`src/rtl/nsa_pkg.sv`:
```
// Shared types and constants for the nibble-serial adder.
// Holds the controller state encoding and the nibble width.
package nsa_pkg;

  localparam int NIB_W = 4;

  typedef enum logic [1:0] {
    IDLE = 2'd0,
    BUSY = 2'd1,
    DONE = 2'd2
  } state_t;

endpackage

```
`src/rtl/csa_nibble.sv`:
```
// 4-bit carry-select adder slice: two ripple chains (carry-in 0 and 1) computed
// in parallel, with the real carry-in choosing between them at the output.
module csa_nibble
  import nsa_pkg::*;
(
  input  logic [NIB_W-1:0] a,
  input  logic [NIB_W-1:0] b,
  input  logic             cin,
  output logic [NIB_W-1:0] s,
  output logic             cout
);

  for (genvar gi = 0; gi < 2; gi++) begin : g_chain
    logic [NIB_W-1:0] sum;
    logic             carry;

    always_comb begin
      logic c;
      c   = (gi == 1);
      sum = '0;
      for (int i = 0; i < NIB_W; i++) begin
        sum[i] = a[i] ^ b[i] ^ c;
        c      = (a[i] & b[i]) | (c & (a[i] ^ b[i]));
      end
      carry = c;
    end
  end

  assign s    = cin ? g_chain[1].sum   : g_chain[0].sum;
  assign cout = cin ? g_chain[1].carry : g_chain[0].carry;

endmodule

```
`src/rtl/nibble_serial_adder.sv`:
```
// Serial adder that processes one nibble per clock, LSB nibble first, behind a
// valid/ready handshake on both the operand and result sides.
module nibble_serial_adder
  import nsa_pkg::*;
#(
  parameter int WIDTH = 16
) (
  input  logic             clk,
  input  logic             rst_n,
  input  logic             in_valid,
  output logic             in_ready,
  input  logic [WIDTH-1:0] a,
  input  logic [WIDTH-1:0] b,
  input  logic             cin,
  output logic             out_valid,
  input  logic             out_ready,
  output logic [WIDTH-1:0] s,
  output logic             cout
);

  localparam int NUM_NIB = WIDTH / NIB_W;
  localparam int CNT_W   = $clog2(NUM_NIB);
  localparam logic [CNT_W-1:0] LAST_NIB = CNT_W'(NUM_NIB - 1);

  state_t           state_reg, state_next;
  logic [WIDTH-1:0] a_reg, b_reg, s_reg, s_next;
  logic [CNT_W-1:0] cnt_reg;
  logic             carry_reg;
  logic [NIB_W-1:0] a_nib, b_nib, sum_nib;
  logic             carry_nib;

  assign a_nib = a_reg[cnt_reg*NIB_W +: NIB_W];
  assign b_nib = b_reg[cnt_reg*NIB_W +: NIB_W];

  csa_nibble u_csa (
    .a    (a_nib),
    .b    (b_nib),
    .cin  (carry_reg),
    .s    (sum_nib),
    .cout (carry_nib)
  );

  always_comb begin
    state_next = state_reg;
    in_ready   = 1'b0;
    out_valid  = 1'b0;
    s_next     = s_reg;
    s_next[cnt_reg*NIB_W +: NIB_W] = sum_nib;
    case (state_reg)
      IDLE: begin
        in_ready = 1'b1;
        if (in_valid) state_next = BUSY;
      end
      BUSY: begin
        if (cnt_reg == LAST_NIB) state_next = DONE;
      end
      DONE: begin
        out_valid = 1'b1;
        if (out_ready) state_next = IDLE;
      end
      default: state_next = IDLE;
    endcase
  end

  // carry_reg doubles as the result carry-out once the last nibble is done.
  always_ff @(posedge clk) begin
    if (!rst_n) begin
      state_reg <= IDLE;
      a_reg     <= '0;
      b_reg     <= '0;
      s_reg     <= '0;
      cnt_reg   <= '0;
      carry_reg <= 1'b0;
    end else begin
      state_reg <= state_next;
      case (state_reg)
        IDLE: begin
          if (in_valid) begin
            a_reg     <= a;
            b_reg     <= b;
            carry_reg <= cin;
            cnt_reg   <= '0;
            s_reg     <= '0;
          end
        end
        BUSY: begin
          s_reg     <= s_next;
          carry_reg <= carry_nib;
          cnt_reg   <= cnt_reg + CNT_W'(1);
        end
        default: ;
      endcase
    end
  end

  assign s    = s_reg;
  assign cout = carry_reg;

endmodule

```
`config.mk`:
```
export PLATFORM = sky130hd
export DESIGN_NAME = nibble_serial_adder
export DESIGN_NICKNAME = d
export VERILOG_FILES = /design/src/rtl/nsa_pkg.sv /design/src/rtl/csa_nibble.sv /design/src/rtl/nibble_serial_adder.sv
export SDC_FILE = /design/constraint.sdc
export NUM_CORES = 1
export LEC_CHECK = 0
export BUFFER_PORTS_ARGS = -buffer_cell sky130_fd_sc_hd__buf_2
export CAP_MARGIN = 10
export CORE_MARGIN = 2
export CORE_UTILIZATION = 53
export CTS_CLUSTER_DIAMETER = 60
export DETAILED_ROUTE_END_ITERATION = 10
export GPL_ROUTABILITY_DRIVEN = 0
export PLACE_DENSITY = 0.83
export REMOVE_ABC_BUFFERS = 1
export SLEW_MARGIN = 10
export SYNTH_ARGS = -nofsm -noshare
export SYNTH_HDL_FRONTEND = slang
export SYNTH_SLANG_ARGS = --single-unit
```
`constraint.sdc`:
```
create_clock -name clk -period 3.3 [get_ports clk]
set_input_delay 0.33 -clock clk [delete_from_list [all_inputs] [get_ports clk]]
set_output_delay 0.33 -clock clk [all_outputs]
set_load 0.03 [all_outputs]
```
==> results.yml <==
clocking:
  clkTransAtPathRegs_ns: 0.09
  postCtsSetupRepairBufs: 0
  cts.repair.resized: 0
  clkLatencyLatePin_ns: 0.31
  cts_buffers: 5
  htree_levels: 2
  hold_buffers: 0
  cts_num_sinks: 53
  cts-root-buf: "clkbuf_8"
  cts_tree: "yes"
  cts_buffer_depth: 2
yosys:
  async_reset_ff_frac: 0
  synthCells: 268
  muxShareOfSynthArea: 0.0921
  synth_xor_xnor_area_share: 0.00366
  synth_top_family_by_area: "simple AND/OR/NAND/NOR gates"
  synth_top_flop_cell: "dfxtp_1"
  syn_area_per_cell_um2: 8.92
  ys_seq_elements: 53
  yosys.area_share.simple: 0.174
  synth_area_um2: 2390
  ys_warn_count: 0
  synth_edf_count: 0
  ys_seq_area_frac: 0.444
  synth_compound_area_frac: 0.141
  synth-adder-area-share: 0.0565
  ys_types: 34
route:
  wirelength_um: 4610
  drt_iter0_drc: 116
  vias: 1940
  drtAntennaViolNets: 0
  drc: 0
  drt_pass1_iterations: 4
  viasPerCell: 5.24
  wl_per_cell_um: 12.5
place:
  placed_area_um2: 2630
  dp.final_hpwl_um: 3420
  dp.cells: 362
  pre_cts_ws_ns: 0.557
  portBuffers: 55
finish:
  drive_gt1_frac: 0.242
  n_fill_cell: 380
  syn_to_final_growth_pct: 15.1
  final_util: 0.632
  antenna_cells: 0
  fin_cells: 370
  num-nets-final: 363
  fin_area_um2: 2750
setup_path:
  cp.buffers_inverters: 2
  setup.worst_path.start: "cnt_reg[0]"
  worstPathRequired_ns: 3.53
  slowest_delay_ns: 0.53
  cp.arrival_ns: 2.98
  cp_common_cell: "fa_1"
  criticalPathCategory: "register to register"
  cp_top_family: "adder cells"
  crit_path_start_kind: "register"
  crit_path_end_kind: "register"
  crit_fanout: 3
  reg2reg_from: "cnt_reg[0]"
  critPathSlowestCell: "mux4_2"
  path_cells: "mux4_2, ha_1, nor2_1, a21oi_1, fa_1, inv_1, fa_1, inv_1, fa_1, nand2_1, o22ai_1"
sta:
  rsz0062_at_grt: "no"
  finalHoldViolCount: 0
  fin_hold_ws_ns: 0.250
  finClkSkew_ns: 0.00502
  final.min_clock_period_ns: 2.75
  fmax_mhz: 364
  setup_ws_ns: 0.554
  fin_crit_sh: 0.832
  worst_slew_pin_slew_ns: 1.10
  finalSetupTns_ns: 0
  relSlewSlack: 0.266
  maxSlewViolCount: 0
  setup_viol_count_final: 0
worst_hold_path:
  hold_start: "a[15]"
  hold_class: "input port to register"
grt:
  groute.usage.overall: 0.202
  grt_pass1_vias: 1877
  grt_pass1_wl_um: 8140
  grt_max_degree: 35
  antenna_found_initial: 0
  grt_overflow: 0
outcome:
  status: "finished, final reports clean"
floorplan:
  rows: 24
  die_width_um: 71.2
  fp.dieArea_um2: 5060
  start_util: 0.549
  coreArea_um2: 4350
  die_h_um: 71.2
  io_pins: 56
power:
  p_leak_nw: 1.13
  finalPower_mw: 1.31
  pwr_density_cell_nw_per_um2: 478
  irDropWorstVdd_uv: 406
flow_run:
  cap_violations: 0
## worst register-to-register path: stages, from the launching register on
cell and delay (ns):
dfxtp_1 0.41, mux4_2 0.53, ha_1 0.21, nor2_1 0.08, a21oi_1 0.06, fa_1 0.36, inv_1 0.08, fa_1 0.16
inv_1 0.05, fa_1 0.49, nand2_1 0.08, o22ai_1 0.17
## cells in the mapped netlist, drive strengths merged (2+ instances only)
| library cell | instances | share of area |
|---|---|---|
| a21oi | 39 | 0.082 |
| a22oi | 2 | 0.0063 |
| buf | 13 | 0.047 |
| clkbuf | 4 | 0.0068 |
| dfxtp | 53 | 0.44 |
| fa | 3 | 0.025 |
| ha | 6 | 0.031 |
| inv | 22 | 0.035 |
| mux2i | 4 | 0.017 |
| mux4 | 8 | 0.075 |
| nand2 | 68 | 0.11 |
| nand2b | 2 | 0.0052 |
| nand3 | 6 | 0.013 |
| nor2 | 6 | 0.0094 |
| nor3b | 2 | 0.016 |
| o21ai | 7 | 0.015 |
| o22ai | 12 | 0.031 |
## cell families (layout without fill, tap and decap cells)
| family | after synthesis | after routing |
|---|---|---|
| AO/OA/AOI/OAI | 62 | 62 |
| XOR/XNOR | 1 | 1 |
| multiplexers | 12 | 12 |
| flip-flops | 53 | 53 |
| buffers and inverters | 39 | 89 |
| adder cells (fa/ha/maj) | 9 | 9 |
| AND/OR/NAND/NOR | 92 | 92 |
## per-layer routing
layer  up-vias  global-route usage  wire, µm
met5         -                   0         0
met4         0              0.0797        72
met3         6              0.0499       267
met2        69               0.345      2180
met1       871               0.246      2090
li1        994                   -         -
## where the power goes
part / internal [mW] / total (mW) / switching [mW]
logic: 0.0758 / 0.176 / 0.100
clock network: 0.247 / 0.453 / 0.206
registers: 0.667 / 0.686 / 0.0189
## cell usage in the layout, fill, tap and decap left out
master,instances
nand2_1,68
buf_2,55
dfxtp_1,53
a21oi_1,39
inv_1,22
o22ai_1,12
mux4_2,8
nor2_1,6
nand3_1,6
ha_1,6
clkbuf_8,6
mux2i_1,4
o21ai_0,4
buf_4,4
o21ai_1,3
fa_1,3
nor3b_4,2
nand2b_1,2
a22oi_1,2
nor2b_1,1
or3b_1,1
and2b_1,1
nand4b_1,1
xor2_1,1
and3b_1,1
nand3b_1,1
nand4_1,1
nor3_1,1
o21a_1,1
a2111oi_0,1
clkinvlp_4,1
bufinv_16,1
## final cells by class
cell class	instances	area, µm²	share of cell area
Sequential cell	53	1060	0.386
Multi-Input combinational cell	176	1120	0.406
Tap cell	52	65.1	0.0236
Inverter	22	82.6	0.0300
Clock buffer	6	82.6	0.0300
Clock inverter	2	37.5	0.0136
Timing Repair Buffer	59	305	0.111
## worst paths after layout
path / endpoint / slack, ns / cells past startpoint
max: s[3] / 0.55 / 11
min: a_reg[15] / 0.25 / 3
max reg2reg: s[3] / 0.55 / 11
min reg2reg: s[0] / 0.45 / 2
Note: power is estimated with default switching activity, not from simulation.
